$ cat src/rtl/canny_pkg.sv
// Shared types for the Canny edge pipeline: pixel class, hysteresis FSM states and
// the full-scale edge value helper.
package canny_pkg;

    typedef enum logic [1:0] {
        NONE   = 2'd0,
        WEAK   = 2'd1,
        STRONG = 2'd2
    } pix_class_t;

    typedef enum logic [1:0] {
        IDLE  = 2'd0,
        FILL  = 2'd1,
        RUN   = 2'd2,
        FLUSH = 2'd3
    } state_t;

    // Full-scale output value (2^data_w - 1) for an edge pixel.
    function automatic logic [31:0] edge_max(input int unsigned data_w);
        return (32'd1 << data_w) - 32'd1;
    endfunction

endpackage

$ cat src/rtl/hysteresis_threshold_if.sv
// Pixel stream bundle for the hysteresis stage: magnitudes in, binary edge map out.
// slave is the hysteresis block; master is whoever feeds and drains it.
interface hysteresis_threshold_if #(
    parameter int DATA_W = 8
) ();
    logic              s_valid;
    logic              s_ready;
    logic [DATA_W-1:0] s_data;
    logic              m_valid;
    logic              m_ready;
    logic [DATA_W-1:0] m_data;
    logic              m_last;

    modport slave (
        input  s_valid, s_data, m_ready,
        output s_ready, m_valid, m_data, m_last
    );

    modport master (
        output s_valid, s_data, m_ready,
        input  s_ready, m_valid, m_data, m_last
    );
endinterface

$ cat src/rtl/hysteresis_window.sv
// Class delay line (2*WIDTH+3 taps, tap 0 = incoming class) exposing the centre and
// eight border-masked neighbours; shifts on demand, no latency beyond the shift itself.
module hysteresis_window
    import canny_pkg::*;
#(
    parameter int WIDTH  = 5,
    parameter int HEIGHT = 5
) (
    input  logic                      clk,
    input  logic                      rst,
    input  logic                      clear,
    input  logic                      shift,
    input  pix_class_t                din,
    input  logic [$clog2(HEIGHT)-1:0] row,
    input  logic [$clog2(WIDTH)-1:0]  col,
    output pix_class_t                centre,
    output pix_class_t                nbr [8]
);
    localparam int LINE = 2 * WIDTH + 2;
    localparam logic [$clog2(HEIGHT)-1:0] ROW_LAST = ($clog2(HEIGHT))'(HEIGHT - 1);
    localparam logic [$clog2(WIDTH)-1:0]  COL_LAST = ($clog2(WIDTH))'(WIDTH - 1);

    // line[i] is tap i+1; the incoming class is tap 0, so the window already
    // includes the pixel being accepted on this edge.
    pix_class_t line [LINE];

    logic top, bottom, left, right;

    always_ff @(posedge clk) begin
        if (rst || clear) begin
            for (int i = 0; i < LINE; i++) line[i] <= NONE;
        end else if (shift) begin
            line[0] <= din;
            for (int i = 1; i < LINE; i++) line[i] <= line[i-1];
        end
    end

    always_comb begin
        top    = (row == '0);
        bottom = (row == ROW_LAST);
        left   = (col == '0);
        right  = (col == COL_LAST);

        centre = line[WIDTH];
        nbr[0] = (bottom || right) ? NONE : din;
        nbr[1] = bottom            ? NONE : line[0];
        nbr[2] = (bottom || left)  ? NONE : line[1];
        nbr[3] = right             ? NONE : line[WIDTH-1];
        nbr[4] = left              ? NONE : line[WIDTH+1];
        nbr[5] = (top || right)    ? NONE : line[2*WIDTH-1];
        nbr[6] = top               ? NONE : line[2*WIDTH];
        nbr[7] = (top || left)     ? NONE : line[2*WIDTH+1];
    end

endmodule

$ cat src/rtl/hysteresis_threshold.sv
// Double-threshold classification plus single-pass 8-neighbour hysteresis, raster in/out.
// Output k appears WIDTH+1 inputs after input k; one-entry output register, stalls input when full.
module hysteresis_threshold
    import canny_pkg::*;
#(
    parameter int WIDTH  = 5,
    parameter int HEIGHT = 5,
    parameter int DATA_W = 8
) (
    input  logic                 clk,
    input  logic                 rst,
    input  logic                 enable,
    input  logic [DATA_W-1:0]    low_thresh,
    input  logic [DATA_W-1:0]    high_thresh,
    hysteresis_threshold_if.slave bus,
    output logic                 busy,
    output logic                 done
);
    localparam int NPIX  = WIDTH * HEIGHT;
    localparam int CNT_W = $clog2(NPIX + 1);
    localparam int ROW_W = $clog2(HEIGHT);
    localparam int COL_W = $clog2(WIDTH);
    localparam logic [CNT_W-1:0]  FILL_LAST = CNT_W'(WIDTH);
    localparam logic [CNT_W-1:0]  PIX_LAST  = CNT_W'(NPIX - 1);
    localparam logic [ROW_W-1:0]  ROW_LAST  = ROW_W'(HEIGHT - 1);
    localparam logic [COL_W-1:0]  COL_LAST  = COL_W'(WIDTH - 1);
    localparam logic [DATA_W-1:0] EDGE_MAX  = DATA_W'(edge_max(DATA_W));

    state_t            state, state_nxt;
    logic [DATA_W-1:0] low_q, high_q;
    logic [CNT_W-1:0]  in_cnt;
    logic [ROW_W-1:0]  row;
    logic [COL_W-1:0]  col;
    logic              out_vld, out_last;
    logic [DATA_W-1:0] out_dat;

    logic       slot_free, s_rdy, accept, load, shift, clear, last_hs;
    logic       nbr_strong, promote;
    pix_class_t din_cls, centre;
    pix_class_t nbr [8];

    always_comb begin
        din_cls = NONE;
        if (state != FLUSH) begin
            if (bus.s_data >= high_q)     din_cls = STRONG;
            else if (bus.s_data >= low_q) din_cls = WEAK;
        end
    end

    always_comb begin
        state_nxt = state;
        slot_free = !out_vld || bus.m_ready;
        s_rdy     = 1'b0;
        accept    = 1'b0;
        load      = 1'b0;
        shift     = 1'b0;
        clear     = 1'b0;
        last_hs   = 1'b0;
        case (state)
            IDLE: begin
                if (enable) begin
                    state_nxt = FILL;
                    clear     = 1'b1;
                end
            end
            FILL: begin
                s_rdy  = slot_free;
                accept = s_rdy && bus.s_valid;
                shift  = accept;
                if (accept && in_cnt == FILL_LAST) state_nxt = RUN;
            end
            RUN: begin
                s_rdy  = slot_free;
                accept = s_rdy && bus.s_valid;
                shift  = accept;
                load   = accept;
                if (accept && in_cnt == PIX_LAST) state_nxt = FLUSH;
            end
            FLUSH: begin
                // Once the frame's last output is registered, only its handshake matters.
                last_hs = out_vld && out_last && bus.m_ready;
                load    = slot_free && !(out_vld && out_last);
                shift   = load;
                if (last_hs) state_nxt = IDLE;
            end
            default: state_nxt = IDLE;
        endcase
    end

    always_ff @(posedge clk) begin
        if (rst) state <= IDLE;
        else     state <= state_nxt;
    end

    hysteresis_window #(
        .WIDTH  (WIDTH),
        .HEIGHT (HEIGHT)
    ) u_window (
        .clk    (clk),
        .rst    (rst),
        .clear  (clear),
        .shift  (shift),
        .din    (din_cls),
        .row    (row),
        .col    (col),
        .centre (centre),
        .nbr    (nbr)
    );

    always_comb begin
        nbr_strong = 1'b0;
        for (int i = 0; i < 8; i++) begin
            if (nbr[i] == STRONG) nbr_strong = 1'b1;
        end
        promote = (centre == STRONG) || (centre == WEAK && nbr_strong);
    end

    always_ff @(posedge clk) begin
        if (rst) begin
            low_q    <= '0;
            high_q   <= '0;
            in_cnt   <= '0;
            row      <= '0;
            col      <= '0;
            out_vld  <= 1'b0;
            out_dat  <= '0;
            out_last <= 1'b0;
            done     <= 1'b0;
        end else begin
            done <= last_hs;
            if (clear) begin
                low_q  <= low_thresh;
                high_q <= high_thresh;
                in_cnt <= '0;
                row    <= '0;
                col    <= '0;
            end
            if (accept) in_cnt <= in_cnt + 1'b1;
            if (load) begin
                out_vld  <= 1'b1;
                out_dat  <= promote ? EDGE_MAX : '0;
                out_last <= (row == ROW_LAST) && (col == COL_LAST);
                if (col == COL_LAST) begin
                    col <= '0;
                    row <= row + 1'b1;
                end else begin
                    col <= col + 1'b1;
                end
            end else if (bus.m_ready) begin
                out_vld  <= 1'b0;
                out_last <= 1'b0;
            end
        end
    end

    assign bus.s_ready = s_rdy;
    assign bus.m_valid = out_vld;
    assign bus.m_data  = out_dat;
    assign bus.m_last  = out_last;
    assign busy        = (state != IDLE);

endmodule

$ cat src/flat_wrapper.sv
// flat-port wrapper written by rule: the top's interface ports become plain ports
module hysteresis_threshold_flat import canny_pkg::*;
#(
    parameter int WIDTH  = 5,
    parameter int HEIGHT = 5,
    parameter int DATA_W = 8
)
  (clk, rst, enable, low_thresh, high_thresh, busy, done, bus_s_valid, bus_s_data, bus_m_ready, bus_s_ready, bus_m_valid, bus_m_data, bus_m_last);
  hysteresis_threshold_if #(.DATA_W(DATA_W)) bus_i ();
  input  logic clk;
  input  logic rst;
  input  logic enable;
  input  logic [DATA_W-1:0] low_thresh;
  input  logic [DATA_W-1:0] high_thresh;
  output logic busy;
  output logic done;
  input wire logic [$bits(bus_i.s_valid)-1:0] bus_s_valid;
  input wire logic [$bits(bus_i.s_data)-1:0] bus_s_data;
  input wire logic [$bits(bus_i.m_ready)-1:0] bus_m_ready;
  output wire logic [$bits(bus_i.s_ready)-1:0] bus_s_ready;
  output wire logic [$bits(bus_i.m_valid)-1:0] bus_m_valid;
  output wire logic [$bits(bus_i.m_data)-1:0] bus_m_data;
  output wire logic [$bits(bus_i.m_last)-1:0] bus_m_last;
  assign bus_i.s_valid = bus_s_valid;
  assign bus_i.s_data = bus_s_data;
  assign bus_i.m_ready = bus_m_ready;
  assign bus_s_ready = bus_i.s_ready;
  assign bus_m_valid = bus_i.m_valid;
  assign bus_m_data = bus_i.m_data;
  assign bus_m_last = bus_i.m_last;
  hysteresis_threshold #(.WIDTH(WIDTH), .HEIGHT(HEIGHT), .DATA_W(DATA_W)) u_core (.clk(clk), .rst(rst), .enable(enable), .low_thresh(low_thresh), .high_thresh(high_thresh), .bus(bus_i), .busy(busy), .done(done));
endmodule
$ cat config.mk
export PLATFORM = sky130hd
export DESIGN_NAME = hysteresis_threshold_flat
export DESIGN_NICKNAME = d
export VERILOG_FILES = /design/src/rtl/canny_pkg.sv /design/src/rtl/hysteresis_threshold_if.sv /design/src/rtl/hysteresis_window.sv /design/src/rtl/hysteresis_threshold.sv /design/src/flat_wrapper.sv
export SDC_FILE = /design/constraint.sdc
export NUM_CORES = 1
export LEC_CHECK = 0
export ABC_AREA = 1
export CORE_MARGIN = 1.5
export CORE_UTILIZATION = 55
export CTS_CLUSTER_SIZE = 20
export DETAILED_ROUTE_END_ITERATION = 10
export PLACE_DENSITY = 0.76
export RECOVER_POWER = 100
export SYNTH_ARGS = -nofsm -noshare
export SYNTH_HDL_FRONTEND = slang
export SYNTH_HIERARCHICAL = 1
export SYNTH_SLANG_ARGS = --single-unit
$ cat constraint.sdc
create_clock -name clk -period 2.85 [get_ports clk]
set_input_delay 0.4275 -clock clk [delete_from_list [all_inputs] [get_ports clk]]
set_output_delay 0.4275 -clock clk [all_outputs]
set_load 0.05 [all_outputs]
==> impl_results.md <==
* Worst setup SP type: primary input
* Nets at about 510
* Worst-Margin Slew at 1110 ps
* Die H at between 80 and 90 um
* CORE AREA at between 5000 and 6000 um^2
* Kind of critical path: in2out
* Port bufs at 41
* Post-synthesis cell count at ~420
* Die W at about 80 um
* Initial antenna violation count at 0
* Final slew viol count at 0
* Overflow after GRT at 0
* Commonest non-fill, non-tap cell in the layout: inv_1
* Worst path slowest cell: dlygate4sd3_1
* Simple-gate share of the synthesized area at a little over a fifth
* Final WS setup at 268 ps
* Worst Hold Path Cells at 2
* Adder-Cell Fraction of Synth Area at a little over a tenth
* Core Rows at 27
* # Post-CTS Setup Buffers at 0
* Pre-CTS WS at about 360 ps
* Drt wl/cell at 12.3 um
* CTS buffer count at 9
* Maximum number of pins on one net before global-route repair at 38
* DRC Markers at 0
* Clock transition at the registers of the reported paths at ~60 ps
* Largest area contributor in the netlist: edfxtp_1
* Setup_tns at 0 ps
* Initial detailed-routing violation count at approximately 140
* CP peak stage delay at about 880 ps
* Initial core utilization at 58.3%
* Max-cap check violation count at 0
* Crit end category: primary output
* Critical path, cell by cell: dlygate4sd3_1 > inv_1 > nand2_1 > inv_1 > nor2_1 > dlygate4sd3_1
* Syn avg cell area at roughly 7.9 um^2
* Clk Latency, worst-skew pair at between 300 and 400 ps
* CTS Sinks at 57
* CTS Hold Bufs at 0
* First-pass GRT wire length at approximately 11 mm
* Final Hold Vio Count at 0
* Router iterations before antenna repair at 4
* Slew HR at ~26%
* Hold Path Class: reg2reg
* Leak Pwr at between 1.5 and 2 nW
* Bufs and invs on worst path at 4
* Power Density at about 800 nW/um^2
* Post-route ant nets at 0
* FF-to-FF path depth at 7
* N_diodes at 0
* Final worst path period share at between 90% and 100%
* Ys async rst share at 0%
* Number of synthesized flops with an enable pin at 24
* Crit-path max FO at 3
* Delay-heaviest family, CP: buffers and inverters
* Largest family of logic cells by synthesized area: simple AND/OR/NAND/NOR gates
* Ys Warns at 6
* Post-detail-place hpwl at 4.71 mm
* RSZ-0062 raised after global routing: no
* Number of stages on the worst setup path at 6
* Commonest cells after routing, fill and taps aside: 88 x inv_1, 64 x nand2_1, 46 x nor2_1
* Clk root buf: clkbuf_8
* Final GP Congestion at roughly 0.84
* Vias in the first global route at between 2,000 and 3,000
* DIE AREA at approximately 6400 um^2
* Synth Register Bits at 57
* H-tree depth at 3
* GRT Util Overall at a little under a quarter
* Worst vdd ir at 0.548 mV
* Post-Synth XOR/XNOR Area at less than 1%
* Max Fclk at around 390 MHz
* P&R area growth vs syn at 16.7%
* Register area share after synthesis at between 40% and 50%
* CP Data Arrival Time at ~2200 ps
* CTS tree: yes
* Yosys cell types at 29
* Clock skew at 11.6 ps
* Top FF cell, synth: dfxtp_1
* Status: complete, no violations
* Synth top area share at 21.9%
* Post-CTS sizing at 0
* DR vias at 2,630
* Vias per cell at 4.97
* Synth Area in Compound Gates at a little over a tenth
* Data required time of the critical path at 2420 ps
* Tmin final at between 2000 and 3000 ps
* I/O pins at between 40 and 50
* Deepest clock path buffer count at 2
* Multiplexer area fraction after synthesis at 0%
* Final WL at about 6.5 mm
* Post-Syn Area at 3290 um^2
* Share of cells above drive strength 1 at 8.97%
* Synth top area cells: edfxtp_1 22%, dfxtp_1 20%, ha_1 11%
* Post-Syn Nets at 473
* Finish-stage setup viols at 0
==> worst reg2reg max path, delay by kind of cell, from the launching register on <==
family,cells,cell delay [ps]
buf+inv,2,330
flops,1,330
simple gates,4,1080
fa+ha+maj,1,200
==> stage by stage <==
stage                     cells  total power, mW  util [%]  cell area, um^2  hold slack (ps)
after global placement      513             2.37      65.1             3670              450
after detailed placement    513             2.41      65.1             3670              456
final                       529             3.08      68.0             3840              462
after floorplan             416             2.14         -             3290              433
after global routing        529             3.30      68.0             3840              479
after CTS                   529             3.13      68.4             3860              465
==> flip-flops by register name, summed over array words and instances (netlist names) <==
name                  cells
u_core/bus.m_last         1
u_core/high_q             8
u_core/bus.m_valid        1
u_core/low_q              8
u_core/u_window/line     24
u_core/done               1
u_core/bus.m_data         1
u_core/state              2
u_core/row                3
u_core/in_cnt             5
u_core/col                3
==> area by class of cell <==
cell class | count | area, um^2
flip-flops and latches | 57 | 1380
clock buffers | 9 | 124
fillers | 472 | 1810
inverters | 88 | 330
repair buffers | 44 | 428
multi-input cells | 252 | 1420
clock inverters | 7 | 61.3
well taps | 72 | 90.1
==> logic make-up (layout without fill, tap and decap cells) <==
kind of cell,Yosys count,count (layout)
fa+ha+maj,28,28
simple gates,155,155
flops,57,57
xor+xnor,2,2
compound gates,67,67
buf+inv,107,148
==> final timing paths <==
check / start / end / slack (ps)
setup reg to reg: u_core/state[0]$_SDFFE_PP0P_ / u_core/u_window/line[1][0]$_SDFFCE_PN0P_ / 640
hold reg to reg: u_core/low_q[3]$_SDFFE_PP0P_ / u_core/low_q[3]$_SDFFE_PP0P_ / 460
setup / recovery: bus_m_ready / bus_s_ready / 270
hold / removal: u_core/low_q[3]$_SDFFE_PP0P_ / u_core/low_q[3]$_SDFFE_PP0P_ / 460
==> Yosys cell counts (4+ instances only) <==
cell type / count
nand2_1: 62
a21oi_1: 34
inv_1: 87
buf_4: 9
clkbuf_1: 4
o21ai_0: 26
dfxtp_1: 33
nand3_1: 14
nor2_2: 19
edfxtp_1: 24
nor2_1: 44
ha_1: 28
nand4_1: 5
==> per-layer routing <==
metal / up-vias / track usage, % / share of wire [%]
li1: 1370 / - / -
met1: 1187 / 29.5 / 48
met2: 66 / 36.0 / 45
met3: 7 / 6.02 / 5.5
met4: 0 / 7.76 / 1.3
met5: - / 0 / 0
==> report_power, final <==
part	leakage [nW]	internal (mW)	switching, mW
clock network	0.0877	0.392	0.319
registers	0.531	1.09	0.0909
logic	1.06	0.373	0.815
Note: power is estimated with default switching activity, not from simulation.
==> edit 1: new RTL, same flow settings <==
Make the reset (`rst`) asynchronous in 2 clocked blocks.
--- a/src/rtl/hysteresis_threshold.sv
+++ b/src/rtl/hysteresis_threshold.sv
@@ -89,3 +89,3 @@
 
-    always_ff @(posedge clk) begin
+    always_ff @(posedge clk or posedge rst) begin
         if (rst) state <= IDLE;
@@ -117,3 +117,3 @@
 
-    always_ff @(posedge clk) begin
+    always_ff @(posedge clk or posedge rst) begin
         if (rst) begin
Function: differs if rst is asserted again (counterexample within 4 cycles, from zero or initial values and one cycle with rst high); with rst held inactive, the same outputs for 10 cycles.
==> edit 1 against the original RTL <==
  * The flow now finishes with violations (max-capacitance violations, max-slew violations)
  * Final area grew 3.4%
  * Clock power up 15%
  * Die area is 2.9% higher
  * Setup slack got worse by 0.047 ns
  * Sequential cell count is the same
  * Count of clock-buffer cells in the layout rose by 1
  * Global-route usage down 1.6 points
  * Synthesized cell count down 1.9%
  * Routed wire length is 5.8% lower
  * Register-to-register slack got worse by 0.18 ns
  * Synthesized area rose by 3.0%
  * Combinational power up 55%
  * Total power increased by 31%
  * Critical endpoint unchanged
  * Largest power group unchanged
==> edit 1: results <==
metrics = {
    "critical_path": {
        "largest_incremental_delay_on_the_critical_path_ns": 0.80,
        "cp-startpoint": "u_core/state[1]$_DFFE_PP0P_",
        "critical_path.max_fanout": 4,
        "critical-path-slowest-cell": "clkdlybuf4s50_1",
        "worstRegToRegCells": 8,
    },
    "job": {
        "max_cap_viol_count": 1,
    },
    "grt": {
        "grt_pass1_vias": 2504,
        "grt_pass1_wl_um": 10530,
    },
    "detailed_routing": {
        "drt_iter0_markers": 113,
        "drt-total-wl_um": 6145,
        "drt_pre_antenna_iters": 5,
        "via_per_inst": 4.875,
    },
    "sta": {
        "slew_viol_final": 34,
        "slew_hr_pct": -22.74,
        "skew_ns": 0.002600,
        "finalHoldWorstSlack_ns": 0.4994,
    },
    "yosys": {
        "netlist-cell-type-count": 28,
        "leading_cell_types_by_count_after_synthesis": "nand2_1, inv_1, nor2_1",
        "synth.top_cells.by_area": "dfrtp_1, edfxtp_1, ha_1, nand2_1, inv_1",
        "syn-mean-instance-area_um2": 8.301,
        "ys.flop_type": "dfrtp_1",
        "synth-adder-area-share_pct": 10.34,
        "synth.yosys.seq_area_share_pct": 45.66,
    },
    "finish": {
        "flops_and_latches": 57,
        "clock_tree_area_fraction_pct": 5.301,
        "drive_gt1_share_pct": 7.709,
        "multi_input_area_mm2": 0.001339,
        "multi_input_area_share_pct": 33.76,
        "clkbuf_count": 10,
        "number_of_non_clock_inverters_in_the_layout": 90,
    },
    "placed_design": {
        "place_worst_setup_slack_ns": 0.3657,
    },
    "status": {
        "outcome": "finished with violations",
        "violations": "max-capacitance violations, max-slew violations",
    },
    "pwr": {
        "max-vdd-ir-drop_mv": 0.6767,
    },
}
-- edit 1: changes by cell type after synthesis, sizes merged, moves of 3 or more --
cell,change
nand3,-4
nand4,-3
dfrtp,+33
clkbuf,-4
a21oi,-29
nand2,+31
o21ai,-6
dfxtp,-33
-- edit 1: logic make-up (layout without fill, tap and decap cells) --
group / after synthesis / after routing
XOR/XNOR: 3 / 3
AND/OR/NAND/NOR: 182 / 182
adder cells (fa/ha/maj): 28 / 28
flip-flops: 57 / 57
AO/OA/AOI/OAI: 34 / 34
buffers and inverters: 104 / 150
-- edit 1: worst paths after layout --
path | end
worst max-delay path | bus_s_ready
worst min-delay path | u_core/high_q[0]$_DFFE_PP0P_
worst max register to register | u_core/col[1]$_DFFE_PP0P_
worst min register to register | u_core/high_q[0]$_DFFE_PP0P_
max in group asynchronous | u_core/in_cnt[4]$_DFFE_PP0P_
min in group asynchronous | u_core/row[2]$_DFF_PP0_
-- edit 1: report_power, final --
part	switching (uW)	internal, uW
combinational	1240	607
sequential	158	1210
clock	334	486
==> edit 2: new RTL, same settings <==
Made on the original files. `HEIGHT` is set to 5 in 3 places; all go to 10.
--- a/src/rtl/hysteresis_window.sv
+++ b/src/rtl/hysteresis_window.sv
@@ -6,3 +6,3 @@
     parameter int WIDTH  = 5,
-    parameter int HEIGHT = 5
+    parameter int HEIGHT = 10
 ) (
--- a/src/rtl/hysteresis_threshold.sv
+++ b/src/rtl/hysteresis_threshold.sv
@@ -6,3 +6,3 @@
     parameter int WIDTH  = 5,
-    parameter int HEIGHT = 5,
+    parameter int HEIGHT = 10,
     parameter int DATA_W = 8
--- a/src/flat_wrapper.sv
+++ b/src/flat_wrapper.sv
@@ -4,3 +4,3 @@
     parameter int WIDTH  = 5,
-    parameter int HEIGHT = 5,
+    parameter int HEIGHT = 10,
     parameter int DATA_W = 8
Behaviour: same outputs for any inputs over 10 cycles, from zero or initial values and one cycle with rst high; that may be too few to reach the edited logic, so the function may still have changed.
==> edit 2 against the original RTL <==
  * Synthesized area rose by 5.1%
  * Routed wire length is 3.8% higher
  * Die area is 4.9% higher
  * Final area grew 4.3%
  * Sequential cell count rose by 2
  * Total power up 0.13%
  * Clock power rose by 1%
  * Critical path depth is 1 lower
  * Critical path type is now flip-flop to output port
  * Largest power group is now registers
  * Setup slack worse by 0.052 ns
  * Non-clock buffer count increased by 1
  * Cell count is 4.5% higher
==> edit 2: results <==
metrics = {
    "yosys": {
        "synth.yosys.seq_area_share_pct": 41.16,
        "leading_cell_types_by_count_after_synthesis": "inv_1, nand2_1, nor2_1",
        "synth_fp_nets": 493,
        "synth.top_cells.by_area": "edfxtp_1, dfxtp_1, ha_1, inv_1, nand2_1",
        "netlist-cell-type-count": 31,
    },
    "placed_design": {
        "place_congestion": 0.8682,
        "hpwlAfterDp_um": 4923,
    },
    "grt": {
        "grt_pass1_vias": 2595,
        "globalRouteTotalUtil_pct": 22.13,
        "grt_max_degree": 43,
        "antenna_found_initial": 0,
        "grt_pass1_wl_um": 11410,
    },
    "finish": {
        "drive_gt1_share_pct": 9.205,
        "largest_registers": "u_core/u_window/line x24, u_core/high_q x8, u_core/low_q x8",
        "final_net_count": 529,
    },
    "floorplanning": {
        "floorplan.initialDensity_pct": 57.64,
    },
    "sta": {
        "skew_ns": 0.01096,
        "timing.fmax_ghz": 0.3797,
        "timing_worst_slew_pin_value_ns": 1.100,
    },
    "detailed_routing": {
        "detailroute.via_count": 2803,
        "routedWlPerCell_um": 12.24,
        "drt_pre_antenna_iters": 5,
        "drt_iter0_markers": 135,
    },
    "critical_path": {
        "crit_path_start_kind": "flip-flop",
        "worstReg2RegStart": "u_core/state[0]$_SDFFE_PP0P_",
        "cp_data_arrival_time_ns": 2.21,
        "critical_path.max_fanout": 4,
    },
    "clock_tree": {
        "post_cts.repair.setup_buffers": 0,
        "numCtsBuffers": 9,
    },
    "pwr": {
        "max-vdd-ir-drop_mv": 0.5245,
        "p_leak_uw": 0.001733,
    },
    "min_path": {
        "hold_path.startpoint": "u_core/low_q[3]$_SDFFE_PP0P_",
    },
    "status": {
        "outcome": "complete, no violations",
    },
}
## edit 2: per-stage QoR
step	cell area, um2	util (%)	setup slack [ns]	cells	power [uW]
after floorplan	3453	-	0.7391	437	2138
after global placement	3865	64.52	0.4805	537	2395
after detailed placement	3865	64.52	0.4672	537	2430
after CTS	4049	67.59	0.2581	553	3155
after global routing	4000	66.77	0.07742	553	3299
final	4000	66.77	0.2165	553	3080
## edit 2: kinds of logic after synthesis
kind of cell | synth area share [%]
compound gates | 10.80
xor+xnor | 0.5073
fa+ha+maj | 9.782
buf+inv | 13.15
flops | 41.16
simple gates | 24.60
## edit 2: power by group
group	total [uW]	switching, uW	internal [uW]
Clock	718	322	396
Sequential	1190	89.8	1100
Combinational	1170	798	374
Total	3080	1210	1870
## edit 2: path summary, 6_finish.rpt
kind,depth (start not counted),endpoint,slack (ns)
worst max register to register,6,u_core/u_window/line[2][1]$_SDFFCE_PN0P_,0.66
worst max-delay path,5,bus_s_ready,0.22
worst min register to register,2,u_core/low_q[3]$_SDFFE_PP0P_,0.46
worst min-delay path,2,u_core/low_q[3]$_SDFFE_PP0P_,0.46
## edit 2: layout make-up
class | count | area [um2]
Fill cell | 524 | 1991
Multi-Input combinational cell | 273 | 1550
Sequential cell | 59 | 1421
Timing Repair Buffer | 45 | 431.7
Inverter | 85 | 319.1
Clock buffer | 10 | 127.6
Tap cell | 75 | 93.84
Clock inverter | 6 | 56.30
## edit 2: layer usage
metal,track usage (%),vias to the layer above,routed length (um)
met5,0,-,0
met4,5.932,0,42
met3,6.044,6,402
met2,36.18,83,3163
met1,28.75,1257,3162
li1,-,1457,-
